### config.mk
export PLATFORM = sky130hd
export DESIGN_NAME = ysyx_25040109_lsu_flat
export DESIGN_NICKNAME = d
export VERILOG_FILES = /design/src/rtl/ysyx_25040109_lsu_if.sv /design/src/rtl/ysyx_25040109_lsu.sv /design/src/flat_wrapper.sv
export SDC_FILE = /design/constraint.sdc
export NUM_CORES = 1
export LEC_CHECK = 0
export CAP_MARGIN = 15
export CELL_PAD_IN_SITES_DETAIL_PLACEMENT = 1
export CELL_PAD_IN_SITES_GLOBAL_PLACEMENT = 2
export CORE_MARGIN = 2
export CORE_UTILIZATION = 24
export CTS_BUF_LIST = sky130_fd_sc_hd__clkbuf_8 sky130_fd_sc_hd__clkbuf_16
export DETAILED_ROUTE_END_ITERATION = 16
export PLACE_DENSITY = 0.76
export SLEW_MARGIN = 20
export SYNTH_ARGS = -nofsm -noshare
export SYNTH_HDL_FRONTEND = slang
export SYNTH_SLANG_ARGS = --single-unit
### constraint.sdc
create_clock -name clk -period 2.5 [get_ports clk]
set_input_delay 0.5 -clock clk [delete_from_list [all_inputs] [get_ports clk]]
set_output_delay 0.5 -clock clk [all_outputs]
set_load 0.01 [all_outputs]
### src/rtl/ysyx_25040109_lsu_if.sv
// Bundle of the LSU's three handshakes: execute-side input, memory request/response
// bus, and write-back output. The LSU sits on the slave modport.
interface ysyx_25040109_lsu_if;
  logic        in_valid;
  logic        in_ready;
  logic [6:0]  in_opcode;
  logic [2:0]  in_funct3;
  logic [31:0] in_result;
  logic [31:0] in_wdata;
  logic [4:0]  in_rd_addr;
  logic        in_reg_we;

  logic        mem_req_valid;
  logic        mem_req_ready;
  logic [31:0] mem_addr;
  logic        mem_wen;
  logic [31:0] mem_wdata;
  logic [3:0]  mem_wmask;
  logic        mem_resp_valid;
  logic [31:0] mem_rdata;

  logic        out_valid;
  logic        out_ready;
  logic [4:0]  out_rd_addr;
  logic [31:0] out_data;
  logic        out_reg_we;
  logic        out_err;

  modport slave (
    input  in_valid, in_opcode, in_funct3, in_result, in_wdata, in_rd_addr, in_reg_we,
    output in_ready,
    output mem_req_valid, mem_addr, mem_wen, mem_wdata, mem_wmask,
    input  mem_req_ready, mem_resp_valid, mem_rdata,
    output out_valid, out_rd_addr, out_data, out_reg_we, out_err,
    input  out_ready
  );

  modport master (
    output in_valid, in_opcode, in_funct3, in_result, in_wdata, in_rd_addr, in_reg_we,
    input  in_ready,
    input  mem_req_valid, mem_addr, mem_wen, mem_wdata, mem_wmask,
    output mem_req_ready, mem_resp_valid, mem_rdata,
    input  out_valid, out_rd_addr, out_data, out_reg_we, out_err,
    output out_ready
  );
endinterface

### src/rtl/ysyx_25040109_lsu.sv
// Load/store unit: issues one memory access per instruction, aligns load data, passes
// non-memory results through. Define YSYX_25040109_LSU_MISALIGN_CHECK_EN to fault misaligned accesses.
module ysyx_25040109_lsu #(
  parameter int unsigned TIMEOUT_CYCLES = 255
) (
  input logic clk,
  input logic rst,
  ysyx_25040109_lsu_if.slave bus
);

  typedef enum logic [1:0] {IDLE, REQ, WAIT, DONE} state_t;

  localparam logic [7:0] TIMEOUT = 8'(TIMEOUT_CYCLES);

  state_t      state_q, state_d;
  logic [7:0]  cnt_q, cnt_d;
  logic [2:0]  funct3_q, funct3_d;
  logic [1:0]  off_q, off_d;
  logic        is_load_q, is_load_d;
  logic [31:0] mem_addr_q, mem_addr_d;
  logic        mem_wen_q, mem_wen_d;
  logic [31:0] mem_wdata_q, mem_wdata_d;
  logic [3:0]  mem_wmask_q, mem_wmask_d;
  logic [4:0]  rd_addr_q, rd_addr_d;
  logic        reg_we_q, reg_we_d;
  logic [31:0] data_q, data_d;
  logic        err_q, err_d;

  logic        is_load_op, is_store_op, legal_f3, misalign;
  logic [31:0] store_wdata, load_val;
  logic [3:0]  store_wmask;
  logic [7:0]  load_byte;
  logic [15:0] load_half;

  assign bus.in_ready      = (state_q == IDLE) && !rst;
  assign bus.mem_req_valid = (state_q == REQ);
  assign bus.mem_addr      = mem_addr_q;
  assign bus.mem_wen       = mem_wen_q;
  assign bus.mem_wdata     = mem_wdata_q;
  assign bus.mem_wmask     = mem_wmask_q;
  assign bus.out_valid     = (state_q == DONE);
  assign bus.out_rd_addr   = rd_addr_q;
  assign bus.out_data      = data_q;
  assign bus.out_reg_we    = reg_we_q;
  assign bus.out_err       = err_q;

  always_comb begin
    is_load_op  = (bus.in_opcode == 7'b0000011);
    is_store_op = (bus.in_opcode == 7'b0100011);
    if (is_load_op) legal_f3 = (bus.in_funct3 != 3'b011) && (bus.in_funct3 != 3'b110) &&
                               (bus.in_funct3 != 3'b111);
    else            legal_f3 = !bus.in_funct3[2] && (bus.in_funct3[1:0] != 2'b11);
`ifdef YSYX_25040109_LSU_MISALIGN_CHECK_EN
    misalign = ((bus.in_funct3[1:0] == 2'b01) && bus.in_result[0]) ||
               ((bus.in_funct3[1:0] == 2'b10) && (bus.in_result[1:0] != 2'b00));
`else
    misalign = 1'b0;
`endif
    // Store data is replicated across lanes so the memory only has to honour the strobes.
    case (bus.in_funct3[1:0])
      2'b00: begin
        store_wdata = {4{bus.in_wdata[7:0]}};
        store_wmask = 4'b0001 << bus.in_result[1:0];
      end
      2'b01: begin
        store_wdata = {2{bus.in_wdata[15:0]}};
        store_wmask = bus.in_result[1] ? 4'b1100 : 4'b0011;
      end
      default: begin
        store_wdata = bus.in_wdata;
        store_wmask = 4'b1111;
      end
    endcase
  end

  always_comb begin
    load_byte = bus.mem_rdata[{off_q, 3'b000} +: 8];
    load_half = off_q[1] ? bus.mem_rdata[31:16] : bus.mem_rdata[15:0];
    case (funct3_q)
      3'b000:  load_val = {{24{load_byte[7]}}, load_byte};
      3'b100:  load_val = {24'b0, load_byte};
      3'b001:  load_val = {{16{load_half[15]}}, load_half};
      3'b101:  load_val = {16'b0, load_half};
      default: load_val = bus.mem_rdata;
    endcase
  end

  always_comb begin
    state_d     = state_q;
    cnt_d       = cnt_q;
    funct3_d    = funct3_q;
    off_d       = off_q;
    is_load_d   = is_load_q;
    mem_addr_d  = mem_addr_q;
    mem_wen_d   = mem_wen_q;
    mem_wdata_d = mem_wdata_q;
    mem_wmask_d = mem_wmask_q;
    rd_addr_d   = rd_addr_q;
    reg_we_d    = reg_we_q;
    data_d      = data_q;
    err_d       = err_q;
    case (state_q)
      IDLE: begin
        if (bus.in_valid) begin
          rd_addr_d = bus.in_rd_addr;
          funct3_d  = bus.in_funct3;
          off_d     = bus.in_result[1:0];
          is_load_d = is_load_op;
          if ((is_load_op || is_store_op) && legal_f3 && !misalign) begin
            state_d     = REQ;
            mem_addr_d  = {bus.in_result[31:2], 2'b00};
            mem_wen_d   = is_store_op;
            mem_wdata_d = is_store_op ? store_wdata : 32'b0;
            mem_wmask_d = is_store_op ? store_wmask : 4'b0000;
            reg_we_d    = is_load_op && bus.in_reg_we;
            data_d      = 32'b0;
            err_d       = 1'b0;
          end else if (is_load_op || is_store_op) begin
            state_d  = DONE;
            reg_we_d = 1'b0;
            data_d   = 32'b0;
            err_d    = 1'b1;
          end else begin
            state_d  = DONE;
            reg_we_d = bus.in_reg_we;
            data_d   = bus.in_result;
            err_d    = 1'b0;
          end
        end
      end
      REQ: begin
        if (bus.mem_req_ready) begin
          state_d = WAIT;
          cnt_d   = 8'd0;
        end
      end
      WAIT: begin
        if (bus.mem_resp_valid) begin
          state_d = DONE;
          data_d  = is_load_q ? load_val : 32'b0;
        end else if (cnt_q == TIMEOUT) begin
          state_d  = DONE;
          reg_we_d = 1'b0;
          data_d   = 32'b0;
          err_d    = 1'b1;
        end else if (cnt_q != 8'hFF) begin
          cnt_d = cnt_q + 8'd1;
        end
      end
      DONE: begin
        if (bus.out_ready) state_d = IDLE;
      end
      default: state_d = IDLE;
    endcase
  end

  always_ff @(posedge clk) begin
    if (rst) begin
      state_q     <= IDLE;
      cnt_q       <= '0;
      funct3_q    <= '0;
      off_q       <= '0;
      is_load_q   <= 1'b0;
      mem_addr_q  <= '0;
      mem_wen_q   <= 1'b0;
      mem_wdata_q <= '0;
      mem_wmask_q <= '0;
      rd_addr_q   <= '0;
      reg_we_q    <= 1'b0;
      data_q      <= '0;
      err_q       <= 1'b0;
    end else begin
      state_q     <= state_d;
      cnt_q       <= cnt_d;
      funct3_q    <= funct3_d;
      off_q       <= off_d;
      is_load_q   <= is_load_d;
      mem_addr_q  <= mem_addr_d;
      mem_wen_q   <= mem_wen_d;
      mem_wdata_q <= mem_wdata_d;
      mem_wmask_q <= mem_wmask_d;
      rd_addr_q   <= rd_addr_d;
      reg_we_q    <= reg_we_d;
      data_q      <= data_d;
      err_q       <= err_d;
    end
  end

endmodule

### src/flat_wrapper.sv
// flat-port wrapper written by rule: the top's interface ports become plain ports
module ysyx_25040109_lsu_flat 
#(
  parameter int unsigned TIMEOUT_CYCLES = 255
)
  (clk, rst, bus_in_valid, bus_in_opcode, bus_in_funct3, bus_in_result, bus_in_wdata, bus_in_rd_addr, bus_in_reg_we, bus_in_ready, bus_mem_req_valid, bus_mem_addr, bus_mem_wen, bus_mem_wdata, bus_mem_wmask, bus_mem_req_ready, bus_mem_resp_valid, bus_mem_rdata, bus_out_valid, bus_out_rd_addr, bus_out_data, bus_out_reg_we, bus_out_err, bus_out_ready);
  ysyx_25040109_lsu_if bus_i ();
  input logic clk;
  input logic rst;
  input wire logic [$bits(bus_i.in_valid)-1:0] bus_in_valid;
  input wire logic [$bits(bus_i.in_opcode)-1:0] bus_in_opcode;
  input wire logic [$bits(bus_i.in_funct3)-1:0] bus_in_funct3;
  input wire logic [$bits(bus_i.in_result)-1:0] bus_in_result;
  input wire logic [$bits(bus_i.in_wdata)-1:0] bus_in_wdata;
  input wire logic [$bits(bus_i.in_rd_addr)-1:0] bus_in_rd_addr;
  input wire logic [$bits(bus_i.in_reg_we)-1:0] bus_in_reg_we;
  output wire logic [$bits(bus_i.in_ready)-1:0] bus_in_ready;
  output wire logic [$bits(bus_i.mem_req_valid)-1:0] bus_mem_req_valid;
  output wire logic [$bits(bus_i.mem_addr)-1:0] bus_mem_addr;
  output wire logic [$bits(bus_i.mem_wen)-1:0] bus_mem_wen;
  output wire logic [$bits(bus_i.mem_wdata)-1:0] bus_mem_wdata;
  output wire logic [$bits(bus_i.mem_wmask)-1:0] bus_mem_wmask;
  input wire logic [$bits(bus_i.mem_req_ready)-1:0] bus_mem_req_ready;
  input wire logic [$bits(bus_i.mem_resp_valid)-1:0] bus_mem_resp_valid;
  input wire logic [$bits(bus_i.mem_rdata)-1:0] bus_mem_rdata;
  output wire logic [$bits(bus_i.out_valid)-1:0] bus_out_valid;
  output wire logic [$bits(bus_i.out_rd_addr)-1:0] bus_out_rd_addr;
  output wire logic [$bits(bus_i.out_data)-1:0] bus_out_data;
  output wire logic [$bits(bus_i.out_reg_we)-1:0] bus_out_reg_we;
  output wire logic [$bits(bus_i.out_err)-1:0] bus_out_err;
  input wire logic [$bits(bus_i.out_ready)-1:0] bus_out_ready;
  assign bus_i.in_valid = bus_in_valid;
  assign bus_i.in_opcode = bus_in_opcode;
  assign bus_i.in_funct3 = bus_in_funct3;
  assign bus_i.in_result = bus_in_result;
  assign bus_i.in_wdata = bus_in_wdata;
  assign bus_i.in_rd_addr = bus_in_rd_addr;
  assign bus_i.in_reg_we = bus_in_reg_we;
  assign bus_in_ready = bus_i.in_ready;
  assign bus_mem_req_valid = bus_i.mem_req_valid;
  assign bus_mem_addr = bus_i.mem_addr;
  assign bus_mem_wen = bus_i.mem_wen;
  assign bus_mem_wdata = bus_i.mem_wdata;
  assign bus_mem_wmask = bus_i.mem_wmask;
  assign bus_i.mem_req_ready = bus_mem_req_ready;
  assign bus_i.mem_resp_valid = bus_mem_resp_valid;
  assign bus_i.mem_rdata = bus_mem_rdata;
  assign bus_out_valid = bus_i.out_valid;
  assign bus_out_rd_addr = bus_i.out_rd_addr;
  assign bus_out_data = bus_i.out_data;
  assign bus_out_reg_we = bus_i.out_reg_we;
  assign bus_out_err = bus_i.out_err;
  assign bus_i.out_ready = bus_out_ready;
  ysyx_25040109_lsu #(.TIMEOUT_CYCLES(TIMEOUT_CYCLES)) u_core (.clk(clk), .rst(rst), .bus(bus_i));
endmodule
==> results.yml <==
outcome:
  status: "completed"
synthesis:
  synth_top_family_by_area: "compound AO/OA/AOI/OAI gates"
  synth_warnings: 0
  syn_area_per_cell_um2: 8.43
  syn_inst: 688
  synth_edf_count: 0
  synthAdderAreaFrac_pct: 1.08
  muxShareOfSynthArea_pct: 6.21
  synth-simple-area-share_pct: 18.5
  ys_seq_elements: 122
  synth_compound_area_share_pct: 25.7
  async_flop_share_pct: 0
  ys_seq_area_share_pct: 42.1
  synth_xor_area_share_pct: 0.906
  synth_cell_types: 54
  netlist_area_um2: 5800
  synth_flop_cell: "dfxtp_1"
floorplanning:
  initial_core_util_pct: 24.6
  rows: 56
  core_area_um2: 23600
  die-area_um2: 25400
  die_y_um: 159
  ioPinCount: 229
  die_w_um: 159
timing:
  slew_viol_final: 0
  layout_min_cycle_time_ns: 2.40
  setup_viol: 0
  period_share_pct: 96.0
  fin_hold_ws_ns: 0.452
  relSlewSlack_pct: 53.4
  fin_setup_tns_ns: 0
  hold_viol_final: 0
  rsz0062_at_grt: "false"
  tightest_slew_ns: 0.699
  finalClockSkew_ns: 0.0134
  fmax_ghz: 0.417
worst_hold_path:
  hp-start: "u_core.bus.mem_wdata[6]$_SDFFE_PP0P_"
  min_path_type: "flip-flop to flip-flop"
  hold_depth: 2
  hold_end: "u_core.bus.mem_wdata[6]$_SDFFE_PP0P_"
power:
  power_density_nw_per_um2: 835
  p_clk_share_pct: 32.8
  switching_share_pct: 35.4
  power_mw: 7.56
  sequentialPowerShare_pct: 31.6
  switchingPower_mw: 2.67
  pwr-share-comb_pct: 35.6
  power.leakage_nw: 3.07
  vdd_ir_drop_max_mv: 0.406
  p_int_mw: 4.88
detailed_routing:
  postRouteAntennaNets: 0
  drt-total-wl_mm: 23.4
  num_vias: 5896
  drtPass1Iterations: 4
  drtIter0Drc: 235
  drcViolationCount: 0
  wl_per_cell_um: 19.0
  vias_per_cell: 4.79
placed_design:
  place_inst: 1199
  hpwlAfterDp_mm: 17.0
  portBuffers: 226
  gp_congestion: 0.778
grt:
  antenna_found_initial: 0
  grt_pass1_wl_mm: 36.3
  grt_max_degree: 118
  grt.overflow.total: 0
  first_global_vias: 6155
  grt_usage_pct: 18.3
clock_network:
  cts_setup_buffers: 0
  clk_path_buf_depth: 2
  path_clk_slew_ns: 0.06
  tritoncts: "done"
  ctsResizeCount: 0
  worst_skew_pair.late_latency_ns: 0.43
  root_buffer: "clkbuf_16"
  cts_buffers: 17
  htreeDepth: 4
  cts_hold_buf: 0
  numClockSinks: 122
finish:
  syn2layout_area_growth_pct: 56.1
  mostFrequentLayoutCell: "clkdlybuf4s50_1"
  fin_nets: 1022
  nFillCells: 2772
  final_util_pct: 38.3
  antennaDiodeCount: 0
  layout_common_cells: "clkdlybuf4s50_1, dfxtp_1, nand2_1"
  stdcell_count: 1231
  drive_above_1_share_pct: 11.5
worst_setup_path:
  rr_worst_depth: 8
  worstPathArrival_ns: 1.90
  path_class: "flip-flop to primary output"
  reg2reg_from: "u_core.state_q[0]$_SDFFE_PP0P_"
  end_kind: "primary output"
  required_ns: 2.00
  critPathMaxFanout: 7
  crit_path_start: "u_core.state_q[0]$_SDFFE_PP0P_"
  critPathLaunchType: "flip-flop"
  reg2reg_slack_ns: 0.42
  r2r-end: "u_core.bus.out_data[9]$_SDFFE_PP0P_"
flow_run:
  drv_cap: 0
per-stage QoR:
step	setup WS [ns]	cell area [um^2]
global route	0.00403	9050
finish	0.0993	9050
CTS	0.0380	9050
global placement	0.0193	8470
detailed placement	-0.0170	8470
floorplan	0.562	5800
routing by layer:
layer | vias up | share of wire (%) | track usage (%)
li1 | 2861 | - | -
met1 | 2832 | 44 | 22.7
met2 | 187 | 47 | 30.5
met3 | 16 | 8.2 | 6.75
met4 | 0 | 0.76 | 3.60
met5 | - | 0 | 0
synth_stat cells, types with 14 or more instances:
cell type | n | share of area, %
a211oi_1 | 15 | 1.9
a211oi_2 | 21 | 4.5
a21oi_1 | 69 | 6.0
a22oi_1 | 43 | 5.6
buf_2 | 14 | 1.2
clkbuf_1 | 34 | 2.2
dfxtp_1 | 122 | 42
mux2_2 | 16 | 3.1
mux2i_1 | 18 | 3.1
nand2_1 | 108 | 7.0
nor2_1 | 78 | 5.0
o21ai_0 | 16 | 1.4
worst max-delay path: stages (launching register included):
cell             delay (ns)
dfxtp_1                0.33
inv_1                  0.11
ha_2                   0.25
inv_1                  0.07
nor2_1                 0.12
clkdlybuf4s50_1        0.61
layout make-up:
| type | instances | area, um^2 | share of cell area [%] |
|---|---|---|---|
| clock buffer | 17 | 425 | 4.70 |
| clock inverter | 15 | 153 | 1.69 |
| inverter | 6 | 22.5 | 0.249 |
| multi-input combinational | 502 | 3060 | 33.8 |
| sequential | 122 | 2440 | 27.0 |
| tap | 319 | 399 | 4.41 |
| timing repair buffer | 250 | 2550 | 28.2 |
flip-flops by register name, summed over array words and instances, names as in the netlist:
register,flops
u_core.state_q,2
u_core.cnt_q,8
u_core.funct3_q,3
u_core.bus.mem_wmask,4
u_core.is_load_q,1
u_core.bus.mem_wdata,32
u_core.off_q,2
u_core.bus.mem_addr,30
u_core.bus.out_rd_addr,5
u_core.bus.out_err,1
u_core.bus.out_reg_we,1
u_core.bus.out_data,32
u_core.bus.mem_wen,1
kinds of logic after synthesis:
kind of cell / Yosys count
AO/OA/AOI/OAI: 209
XOR/XNOR: 6
adder cells (fa/ha/maj): 5
buffers and inverters: 65
flip-flops: 122
multiplexers: 34
other: 1
AND/OR/NAND/NOR: 246
power by group through the flow:
stage	Clock [mW]	Sequential [mW]	Combinational, mW
3_3_place_gp	0	2.43	2.67
4_1_cts	2.56	2.39	2.72
5_1_grt	2.63	2.43	2.93
3_5_place_dp	0	2.43	2.71
2_1_floorplan	0	2.51	1.42
6_report	2.48	2.39	2.69
how the worst max path moves through the flow:
stage                                           end  slack [ns]  cells after the start
6_report                               bus_in_ready         0.1                      5
2_1_floorplan                          bus_in_ready        0.56                      4
3_3_place_gp   u_core.bus.out_data[13]$_SDFFE_PP0P_        0.02                      7
5_1_grt                                bus_in_ready       0.004                      5
4_1_cts                                bus_in_ready        0.04                      5
3_5_place_dp   u_core.bus.out_data[13]$_SDFFE_PP0P_       -0.02                      7
Power figures use the tool's default switching activity.
